## config.mk

```make
export PLATFORM = sky130hd
export DESIGN_NAME = spi_frame_shiftreg
export DESIGN_NICKNAME = d
export VERILOG_FILES = /design/src/rtl/shiftreg_pkg.sv /design/src/rtl/shiftreg_bitcounter.sv /design/src/rtl/spi_frame_shiftreg.sv
export SDC_FILE = /design/constraint.sdc
export NUM_CORES = 1
export LEC_CHECK = 0
export BUFFER_PORTS_ARGS = -buffer_cell sky130_fd_sc_hd__buf_2
export CORE_ASPECT_RATIO = 1.5
export CORE_MARGIN = 8
export CORE_UTILIZATION = 50
export CTS_CLUSTER_DIAMETER = 30
export DETAILED_ROUTE_END_ITERATION = 8
export PLACE_DENSITY = 0.77
export SYNTH_ARGS = -nofsm -noshare
export SYNTH_HDL_FRONTEND = slang
export SYNTH_SLANG_ARGS = --single-unit
export TNS_END_PERCENT = 30
```

## constraint.sdc

```tcl
create_clock -name clk -period 1.9 [get_ports clk]
set_input_delay 0.38 -clock clk [delete_from_list [all_inputs] [get_ports clk]]
set_output_delay 0.38 -clock clk [all_outputs]
set_load 0.01 [all_outputs]
```

## src/rtl/shiftreg_pkg.sv

```systemverilog
// Shared definitions for the SPI shift datapath, the SPI slave FSM and the
// multiplier blocks: FSM state encoding and bit-order constants.
package shiftreg_pkg;

   typedef enum logic [1:0] {
      ST_IDLE  = 2'd0,
      ST_SHIFT = 2'd1,
      ST_DONE  = 2'd2
   } state_t;

   localparam logic MSB_FIRST = 1'b0;
   localparam logic LSB_FIRST = 1'b1;

endpackage

```

## src/rtl/shiftreg_bitcounter.sv

```systemverilog
// Frame bit counter for spi_frame_shiftreg.
// Ports:
//   clk, reset_n : system clock, asynchronous active-low reset
//   clr          : synchronous clear to zero (priority over en)
//   en           : count one received bit
//   len          : latched frame length (1..WIDTH)
//   last         : high when the next counted bit completes the frame
module shiftreg_bitcounter
   import shiftreg_pkg::*;
#(
   parameter int unsigned CNT_W = 4
) (
   input  logic             clk,
   input  logic             reset_n,
   input  logic             clr,
   input  logic             en,
   input  logic [CNT_W-1:0] len,
   output logic             last
);

   logic [CNT_W-1:0] r_count;
   logic [CNT_W-1:0] w_count_inc;

   assign w_count_inc = r_count + CNT_W'(1);

   always_ff @(posedge clk or negedge reset_n) begin
      if (!reset_n) begin
         r_count <= '0;
      end else if (clr) begin
         r_count <= '0;
      end else if (en) begin
         r_count <= w_count_inc;
      end
   end

   assign last = (w_count_inc == len);

endmodule

```

## src/rtl/spi_frame_shiftreg.sv

```systemverilog
// Serial/parallel shift engine under the SPI slave FSM. Loads a transmit word,
// shifts receive bits in on sclk_pos and launches transmit bits on sclk_neg,
// with per-frame length and bit order, and pulses done at frame end.
// Ports:
//   clk, reset_n          : system clock, asynchronous active-low reset
//   sclk_pos / sclk_neg   : SPI sample / launch edge strobes
//   load, lsb_first,
//   frame_len, parallel_in: frame start and its latched attributes
//   hold                  : freeze (strobes dropped while high)
//   abort                 : synchronous frame cancel
//   serial_in             : receive bit
//   parallel_out          : shift register contents
//   serial_out            : registered transmit bit
//   busy, done            : in-frame flag, one-cycle completion pulse
module spi_frame_shiftreg
   import shiftreg_pkg::*;
#(
   parameter  int unsigned WIDTH = 8,
   localparam int unsigned CNT_W = $clog2(WIDTH + 1)
) (
   input  logic             clk,
   input  logic             reset_n,
   input  logic             sclk_pos,
   input  logic             sclk_neg,
   input  logic             load,
   input  logic             lsb_first,
   input  logic [CNT_W-1:0] frame_len,
   input  logic             hold,
   input  logic             abort,
   input  logic [WIDTH-1:0] parallel_in,
   input  logic             serial_in,
   output logic [WIDTH-1:0] parallel_out,
   output logic             serial_out,
   output logic             busy,
   output logic             done
);

   state_t           r_state;
   state_t           w_state_next;
   logic [WIDTH-1:0] r_mem;
   logic             r_sout;
   logic             r_dir;
   logic [CNT_W-1:0] r_len;
   logic [CNT_W-1:0] w_len_eff;
   logic             w_load;
   logic             w_shift;
   logic             w_launch;
   logic             w_last;

   // Out-of-range lengths (0 or above WIDTH) mean a full-width frame.
   assign w_len_eff = ((frame_len == '0) || (frame_len > CNT_W'(WIDTH)))
                      ? CNT_W'(WIDTH) : frame_len;

   // abort outranks everything; sclk_pos outranks sclk_neg in the same cycle.
   assign w_load   = (r_state == ST_IDLE)  && load && !abort;
   assign w_shift  = (r_state == ST_SHIFT) && sclk_pos && !hold && !abort;
   assign w_launch = (r_state == ST_SHIFT) && sclk_neg && !sclk_pos && !hold && !abort;

   shiftreg_bitcounter #(
      .CNT_W (CNT_W)
   ) u_bitcounter (
      .clk     (clk),
      .reset_n (reset_n),
      .clr     (abort || w_load),
      .en      (w_shift),
      .len     (r_len),
      .last    (w_last)
   );

   // State register
   always_ff @(posedge clk or negedge reset_n) begin
      if (!reset_n) begin
         r_state <= ST_IDLE;
      end else begin
         r_state <= w_state_next;
      end
   end

   // Next-state logic
   always_comb begin
      w_state_next = r_state;
      if (abort) begin
         w_state_next = ST_IDLE;
      end else begin
         case (r_state)
            ST_IDLE:  if (load) w_state_next = ST_SHIFT;
            ST_SHIFT: if (w_shift && w_last) w_state_next = ST_DONE;
            ST_DONE:  w_state_next = ST_IDLE;
            default:  w_state_next = ST_IDLE;
         endcase
      end
   end

   // FSM outputs
   always_comb begin
      busy = 1'b0;
      done = 1'b0;
      case (r_state)
         ST_SHIFT: busy = 1'b1;
         ST_DONE:  done = 1'b1;
         default:  ;
      endcase
   end

   // Datapath: memory, transmit bit and latched frame attributes
   always_ff @(posedge clk or negedge reset_n) begin
      if (!reset_n) begin
         r_mem  <= '0;
         r_sout <= 1'b0;
         r_dir  <= MSB_FIRST;
         r_len  <= CNT_W'(WIDTH);
      end else if (w_load) begin
         r_mem  <= parallel_in;
         r_dir  <= lsb_first;
         r_len  <= w_len_eff;
         r_sout <= (lsb_first == LSB_FIRST) ? parallel_in[0] : parallel_in[WIDTH-1];
      end else if (w_shift) begin
         if (r_dir == LSB_FIRST) begin
            r_mem <= {serial_in, r_mem[WIDTH-1:1]};
         end else begin
            r_mem <= {r_mem[WIDTH-2:0], serial_in};
         end
      end else if (w_launch) begin
         r_sout <= (r_dir == LSB_FIRST) ? r_mem[0] : r_mem[WIDTH-1];
      end
   end

   assign parallel_out = r_mem;
   assign serial_out   = r_sout;

endmodule

```

Word level (Yosys, flattened, before mapping)

Cells that the tools add are included.

$add $sub $neg: 1
Magnitude comparators: 1
Equal/unequal tests: 6
Multiplexer cells: 17
Reductions and logical operators: 22

Operators by type and width:

| operator                                                                 | number |
|---|---|
| 8-bit two-way mux                                                        | 3 |
| 4-bit two-way mux                                                        | 3 |
| 1-bit logical AND                                                        | 10 |
| 1-bit two-way mux                                                        | 7 |
| 2-bit two-way mux                                                        | 3 |
| 2-bit nonzero test                                                       | 3 |
| 4-bit by 1-bit adder with 4-bit output (second input constant)           | 1 |
| 4-bit == test                                                            | 1 |
| 4-bit > comparator (second input constant)                               | 1 |
| 4-bit logical NOT                                                        | 1 |
| 2-bit case mux with 2 select lines                                       | 1 |
| 2-bit AND reduction                                                      | 2 |
| 1-bit logical NOT                                                        | 3 |
| 3-bit by 2-bit inequality test with 1-bit output (second input constant) | 1 |
| 3-bit inequality test (second input constant)                            | 1 |
| 2-bit by 1-bit == test with 1-bit output (second input constant)         | 1 |
| 2-bit == test (second input constant)                                    | 1 |
| 2-bit logical NOT                                                        | 1 |
| 1-bit logical OR                                                         | 2 |
| 2-bit inequality test (second input constant)                            | 1 |

Register bits: 20
Bits of input ports: 21
Output and inout port bits: 11
Word-level logic and storage cells: 53

Depth between registers and ports, before layout

Gate-level depths: netlist of run 1.

Word-level depth: 8
Gate-level depth with buffers: 5
Mapped depth without buffers: 5

Cells and area by module

From an unflattened synthesis of run 1, not the netlist that was laid out.

Cells, all modules: 114
Area, all modules: 1,143.6 um2

By module, submodules not included:

| module              | instances | cells each | area each (um2) | sequential area each (um2) |
|---|---|---|---|---|
| spi_frame_shiftreg  | 1         | 91         | 905.9           | 401.6 |
| shiftreg_bitcounter | 1         | 23         | 237.7           | 100.1 |

Least setup slack after synthesis of run 1

No wires, ideal clock.

Kind: reg2reg
Start: register r_state[1]
End: register r_mem[0], in the netlist parallel_out[0]
Library setup time: 126 ps
Data arrival time: 1,423 ps
Required time: 1,774 ps
Slack: 351 ps
Stages on the path, launching flop included: 6
Path buffers: 1
Clock period less this slack: 1,549 ps
Cells stage by stage: dfrtp_1 -> nor4b_4 -> and2_1 -> buf_4 -> nor2_2 -> a221o_1

Word-level cells in the longest chain between the ends: 5
Elaborated cells on any way between the ends: 9
Those cells by class: 1 x eq/ne; 1 x mux; 7 x reduce/logical

RTL lines:

| what                                     | RTL line                  | RTL |
|---|---|---|
| from (decl)                              | spi_frame_shiftreg.sv:38  | `state_t r_state;` |
| from (signal assigned)                   | spi_frame_shiftreg.sv:75  | `r_state <= w_state_next;` |
| 2-bit by 1-bit == test with 1-bit output | spi_frame_shiftreg.sv:56  | `assign w_shift = (r_state == ST_SHIFT) && sclk_pos && !hold && !abort;` |
| 1-bit logical AND (3 in a row)           | spi_frame_shiftreg.sv:56  |  |
| 2-bit nonzero test (no line)             | n/a                       |  |
| to (signal assigned)                     | spi_frame_shiftreg.sv:113 | `r_mem <= parallel_in;` |
| to (signal assigned)                     | spi_frame_shiftreg.sv:119 | `r_mem <= {serial_in, r_mem[WIDTH-1:1]};` |
| to (signal assigned)                     | spi_frame_shiftreg.sv:121 | `r_mem <= {r_mem[WIDTH-2:0], serial_in};` |
| to (decl)                                | spi_frame_shiftreg.sv:40  | `logic [WIDTH-1:0] r_mem;` |

Several ways; a longest one is shown, not always the timed one.
A chain may end at the register's enable or synchronous reset.

Final worst setup path of run 1

Ends and elaborated chain as after synthesis.

==> results of run 1 <==
through the flow:
stage | total power [W] | util | hold WS (ns) | instances
2_1_floorplan | 0.0007730 | - | 0.08441 | 107
3_3_place_gp | 0.0008942 | 0.6036 | 0.3425 | 161
3_5_place_dp | 0.0009086 | 0.6036 | 0.3449 | 161
4_1_cts | 0.001150 | 0.6202 | 0.01268 | 165
5_1_grt | 0.001209 | 0.6202 | 0.02239 | 165
6_report | 0.001149 | 0.6202 | -0.002188 | 165
path summary, 6_finish.rpt:
kind                            depth (start not counted)                          end
max in group asynchronous                               1         r_len[3]$_DFFE_PN1P_
worst max-delay path                                    5  parallel_out[0]$_DFFE_PN0P_
min in group clk                                        3  parallel_out[3]$_DFFE_PN0P_
worst min-delay path                                    1            r_dir$_DFFE_PN0P_
worst max register to register                          5  parallel_out[0]$_DFFE_PN0P_
worst min register to register                          2         r_len[3]$_DFFE_PN1P_
state kept, by name, indices dropped and copies added (netlist names):
| name | cells |
|---|---|
| r_state | 2 |
| u_bitcounter.r_count | 4 |
| serial_out | 1 |
| r_dir | 1 |
| parallel_out | 8 |
| r_len | 4 |
kinds of logic (layout without fill, tap and decap cells):
family,after synthesis,count (layout),synth area share
DFF,20,20,0.4501
adders and majority gates,1,1,0.01122
AOI/OAI and AO/OA,23,23,0.1347
xor gates and xnor gates,7,7,0.05500
and+or+nand+nor,34,34,0.1919
muxes,13,13,0.1212
buffers and inverters,9,44,0.03592
power by group through the flow:
stage	clock network (W)	registers [W]	logic, W
final	0.000253	0.000582	0.000314
after global routing	0.000271	0.000595	0.000343
after CTS	0.000249	0.000582	0.000319
after detailed placement	0	0.000591	0.000318
after global placement	0	0.000586	0.000308
after floorplan	0	0.000578	0.000195
area by class of cell:
type	count	area [um^2]	share of cell area
clock buffer	4	36.28	0.02683
inverter	5	18.77	0.01388
multi-input combinational	78	581.8	0.4302
sequential	20	501.7	0.3710
tap	23	28.78	0.02128
timing repair buffer	35	185.2	0.1369
layer usage:
| layer | GRT usage | share of wire | vias to the layer above |
|---|---|---|---|
| li1 | - | - | 452 |
| met1 | 0.1600 | 0.41 | 456 |
| met2 | 0.2315 | 0.51 | 27 |
| met3 | 0.02632 | 0.068 | 2 |
| met4 | 0.05220 | 0.0072 | 0 |
| met5 | 0 | 0 | - |
critical path, cell delays in order, from the launching register on:
cell     delay, ns
dfrtp_1       0.47
nor4b_4       0.30
buf_4         0.18
and2_1        0.16
nor2_2        0.06
a221o_1       0.31
layout by cell type (no fill, tap or decap), types with 3 or more instances in the layout:
cell type and count:
nand2_1 8, xnor2_1 5, buf_4 4, nand3_1 5, inv_1 5, buf_2 31
clkbuf_4 3, nor2_1 7, mux2_2 4, o21ai_0 12, mux2i_1 9, nand3b_1 4
a221o_1 4, dfrtp_1 19
==> flow_summary.json, run 1 <==
{
  "clk_path_buf_depth": 2,
  "cts_htree_levels": 1,
  "synth_cell_types": 31,
  "grt_overflow_total": 0,
  "grt_pass1_vias": 991,
  "hold_viol": 8,
  "wirelength_mm": 2.485,
  "dpl_cell_area_mm2": 0.001316,
  "post-place-ws_ns": 0.2214,
  "clock_sinks": 20,
  "synth_most_common_cell": "dfrtp_1",
  "synth_top_area_cell": "dfrtp_1",
  "synth_edf_count": 0,
  "yosysTopAreaCellShare": 0.4265,
  "antenna_found_initial": 0,
  "start_kind": "flip-flop",
  "comb_power_share": 0.274,
  "syn-cell-area_mm2": 0.001115,
  "slew_headroom": 0.6745,
  "syn_inst": 107,
  "drt_iter0_drc": 22,
  "yosysWarningCount": 0,
  "critPathRequiredTime_ns": 2.10,
  "cts_setup_buffers": 0,
  "violations": "hold timing",
  "dr.pass1.iters": 4,
  "drcViolationCount": 0,
  "fin_nets": 165,
  "clk_latency_ns": 0.30,
  "irDropWorstVdd_uv": 458.0,
  "crit_fanout": 6,
  "ys_seq_elements": 20,
  "area_growth_pct": 21.32,
  "dp_hpwl_mm": 1.991,
  "fp.coreArea_mm2": 0.002181,
  "num_vias": 937,
  "cts_buffers": 3,
  "async_flop_share": 1.000,
  "vias_per_cell": 5.679,
  "power_frac_seq": 0.507,
  "period_share": 0.8374,
  "syn_nets": 129,
  "setup_viol": 0,
  "netlist_top_cells_area": "dfrtp_1 43%, mux2i_1 8.1%, o21ai_0 5.4%",
  "routabilityCongestion": 0.8148,
  "crit-reg2reg-launch": "r_state[1]$_DFFE_PN0P_",
  "nFillCells": 192,
  "cp-startpoint": "r_state[1]$_DFFE_PN0P_",
  "switching_share": 0.3231,
  "r2r_slack_ns": 0.31,
  "avgSynthCellArea_um2": 10.42,
  "port-buffer-count": 31,
  "detail-route-antenna-nets": 0,
  "die_h_um": 73.83,
  "clockPowerShare": 0.220,
  "p_sw_w": 0.0003713,
  "intPower_w": 0.0007781,
  "period_minus_slack_ns": 1.591,
  "p_leak_nw": 0.6470,
  "clock_skew_ns": 0.005180,
  "tns_ns": 0,
  "hold_buffers": 0,
  "path_clk_slew_ns": 0.12,
  "drv_cap": 0,
  "critPathKind": "reg -> reg",
  "worst_pin_slew_ns": 0.4882,
  "cts_root_buffer": "clkbuf_4",
  "fin_area_mm2": 0.001353,
  "status": "finished with violations",
  "initial_core_util": 0.5112,
  "yosysSeqAreaShare": 0.4501,
  "grt_max_degree": 21,
  "die_x_um": 54.56,
  "layout_setup_ws_ns": 0.3090,
  "drive_gt1_frac": 0.3380,
  "cellPowerDensity_mw_per_mm2": 849.8,
  "fin_hold_ws_ns": -0.002188,
  "synth_flop_cell": "dfrtp_1",
  "routedWlPerCell_um": 15.06,
  "dieArea_mm2": 0.004028,
  "diodes": 0,
  "cp-end-kind": "flip-flop",
  "fmax_ghz": 0.6285,
  "track_usage": 0.1367,
  "grt_pass1_wl_mm": 4.188,
  "io_pins": 32,
  "synth_commonest_cells": "19 x dfrtp_1, 12 x o21ai_0, 9 x mux2i_1",
  "holdCritPathClass": "in -> async",
  "ctsResizeCount": 0,
  "cts_tree": "built",
  "num_rows": 21,
  "maxSlewViolCount": 0,
  "rsz0062_at_grt": "false",
  "cp.arrival_ns": 1.79
}
Note: power is estimated with default switching activity, not from simulation.
==> run 2, diff against run 1 <==
- clock period: 1.9 -> 1.55 ns (I/O delays scaled with it)
==> run 2 against run 1 <==
Effect of this change: the run now ends clean; sequential power increased by 22%; worst hold slack improved by 0.19 ns; core utilization increased by 0.92 points; sequential share of layout area decreased by 0.36 points; final cell count increased by 1.8%; critical path depth decreased by 1; power increased by 19%; combinational power increased by 26%; flip-flop and latch count unchanged; critical path type unchanged; highest routed layer unchanged.
==> flow_summary.json, run 2 (synthesized netlist as in run 1, its figures left out) <==
{
  "status": "completed",
  "track_usage": 0.1442,
  "switching_share": 0.3293,
  "period_share": 0.9536,
  "fin_nets": 168,
  "drcViolationCount": 0,
  "layout_commonest_cell": "buf_2",
  "grt_pass1_vias": 1022,
  "clock_skew_ns": 0.009981,
  "crit_path_top_delay_cell": "dfrtp_2",
  "critPathKind": "reg -> reg",
  "cp-startpoint": "r_state[1]$_DFFE_PN0P_",
  "cp-end-kind": "flip-flop",
  "clock_sinks": 20,
  "die_x_um": 54.56,
  "start_kind": "flip-flop",
  "maxSlewViolCount": 0,
  "p_leak_nw": 0.6534,
  "nFillCells": 207,
  "power_frac_seq": 0.521,
  "antenna_found_initial": 0,
  "clk_path_buf_depth": 2,
  "setup_viol": 0,
  "cts_buffers": 3,
  "fmax_ghz": 0.6766,
  "slew_headroom": 0.7024,
  "r2r_slack_ns": 0.07,
  "grt_max_degree": 21,
  "num_rows": 21,
  "reg2regPathDepth": 4,
  "seqCellArea_um2": 504.2,
  "intPower_w": 0.0009164,
  "post-place-ws_ns": 0.05198,
  "cellPowerDensity_mw_per_mm2": 995.5,
  "clockPowerShare": 0.190,
  "vias_per_cell": 5.542,
  "r2r-end": "r_state[0]$_DFFE_PN0P_",
  "num_vias": 931,
  "path_clk_slew_ns": 0.11,
  "fp.coreArea_mm2": 0.002181,
  "drv_cap": 0,
  "io_pins": 32,
  "crit-reg2reg-launch": "r_state[1]$_DFFE_PN0P_",
  "power_w": 0.001366,
  "holdCritPathClass": "in -> reg",
  "largest_register_ff_count": 8,
  "p_sw_w": 0.0004500,
  "worst_pin_slew_ns": 0.4464,
  "grt_overflow_total": 0,
  "comb_power_share": 0.289,
  "cp_cell_sequence": "nor4b_4 > nand2_1 > nor4_4 > o21bai_1",
  "cts_root_buffer": "clkbuf_4",
  "die_h_um": 73.83,
  "cts_htree_levels": 1,
  "critPathRequiredTime_ns": 1.74,
  "dr.pass1.iters": 4,
  "rsz0062_at_grt": "true",
  "cts_tree": "built",
  "worstSetupEndpoint": "r_state[0]$_DFFE_PN0P_",
  "initial_core_util": 0.5112,
  "fin_area_mm2": 0.001373,
  "drive_gt1_frac": 0.3586,
  "dieArea_mm2": 0.004028,
  "grt_pass1_wl_mm": 4.381,
  "multiInputGateArea_um2": 584.3,
  "period_minus_slack_ns": 1.478,
  "area_growth_pct": 23.12,
  "dpl_cell_area_mm2": 0.001331,
  "port-buffer-count": 31,
  "irDropWorstVdd_uv": 622.5,
  "crit_fanout": 4,
  "cp.arrival_ns": 1.67,
  "crit_path_max_incr_delay_ns": 0.46,
  "wirelength_mm": 2.518,
  "cts_setup_buffers": 0,
  "layout_common_cells": "31 x buf_2, 17 x dfrtp_1, 11 x o21ai_0",
  "diodes": 0,
  "dp_hpwl_mm": 2.016,
  "drt_iter0_drc": 11,
  "layout_setup_ws_ns": 0.07195,
  "routedWlPerCell_um": 14.99,
  "hold_viol": 0,
  "detail-route-antenna-nets": 0,
  "routabilityCongestion": 0.7804,
  "utilization": 0.6294,
  "clk_latency_ns": 0.31
}
[run 2: power groups by stage]
stage / clock network, W / registers [W] / logic (W)
2_1_floorplan: 0 / 0.000708 / 0.000239
3_5_place_dp: 0 / 0.000723 / 0.000395
3_3_place_gp: 0 / 0.000715 / 0.000379
4_1_cts: 0.000264 / 0.000712 / 0.000399
5_1_grt: 0.000289 / 0.000727 / 0.000436
6_report: 0.000260 / 0.000712 / 0.000395
[run 2: metrics by stage]
stage / hold WS [ns] / TNS (ns) / instances
after global placement: 0.2736 / 0 / 163
after CTS: 0.1921 / 0 / 168
after floorplan: 0.01441 / 0 / 107
after global routing: 0.2175 / -0.02483 / 168
final: 0.1919 / 0 / 168
after detailed placement: 0.2762 / 0 / 163
[run 2: area by class of cell]
cell class,instances,area share
multi-input combinational,78,0.4257
clock buffer,4,0.01914
sequential,20,0.3674
tap,23,0.02097
timing repair buffer,38,0.1531
inverter,5,0.01367
[run 2: worst min path at each step]
stage	startpoint	endpoint	slack, ns	cells after the start
floorplan	reset_n	parallel_out[0]$_DFFE_PN0P_	0.01	0
global placement	reset_n	parallel_out[7]$_DFFE_PN0P_	0.27	1
detailed placement	reset_n	parallel_out[0]$_DFFE_PN0P_	0.28	1
CTS	parallel_in[4]	parallel_out[4]$_DFFE_PN0P_	0.19	3
global route	parallel_in[1]	parallel_out[1]$_DFFE_PN0P_	0.22	2
finish	parallel_in[4]	parallel_out[4]$_DFFE_PN0P_	0.19	3
[run 2: layer usage]
layer | up-vias | GRT usage | part of all wire
met5 | - | 0 | 0
met4 | 0 | 0.07143 | 0.020
met3 | 5 | 0.03036 | 0.065
met2 | 32 | 0.2379 | 0.52
met1 | 433 | 0.1661 | 0.40
li1 | 461 | - | -
[run 2: critical path, delay by kind of cell (launching register included)]
| kind | cells | cell delay, ns |
|---|---|---|
| flops | 1 | 0.46 |
| simple gates | 3 | 0.81 |
| compound gates | 1 | 0.09 |
[run 2: timing repair]
item | CTS | global route
hold buffers | 1 | 0
resized for setup | 0 | 4
hold endpoints to repair | 19 | 0
setup endpoints to repair | 0 | 6
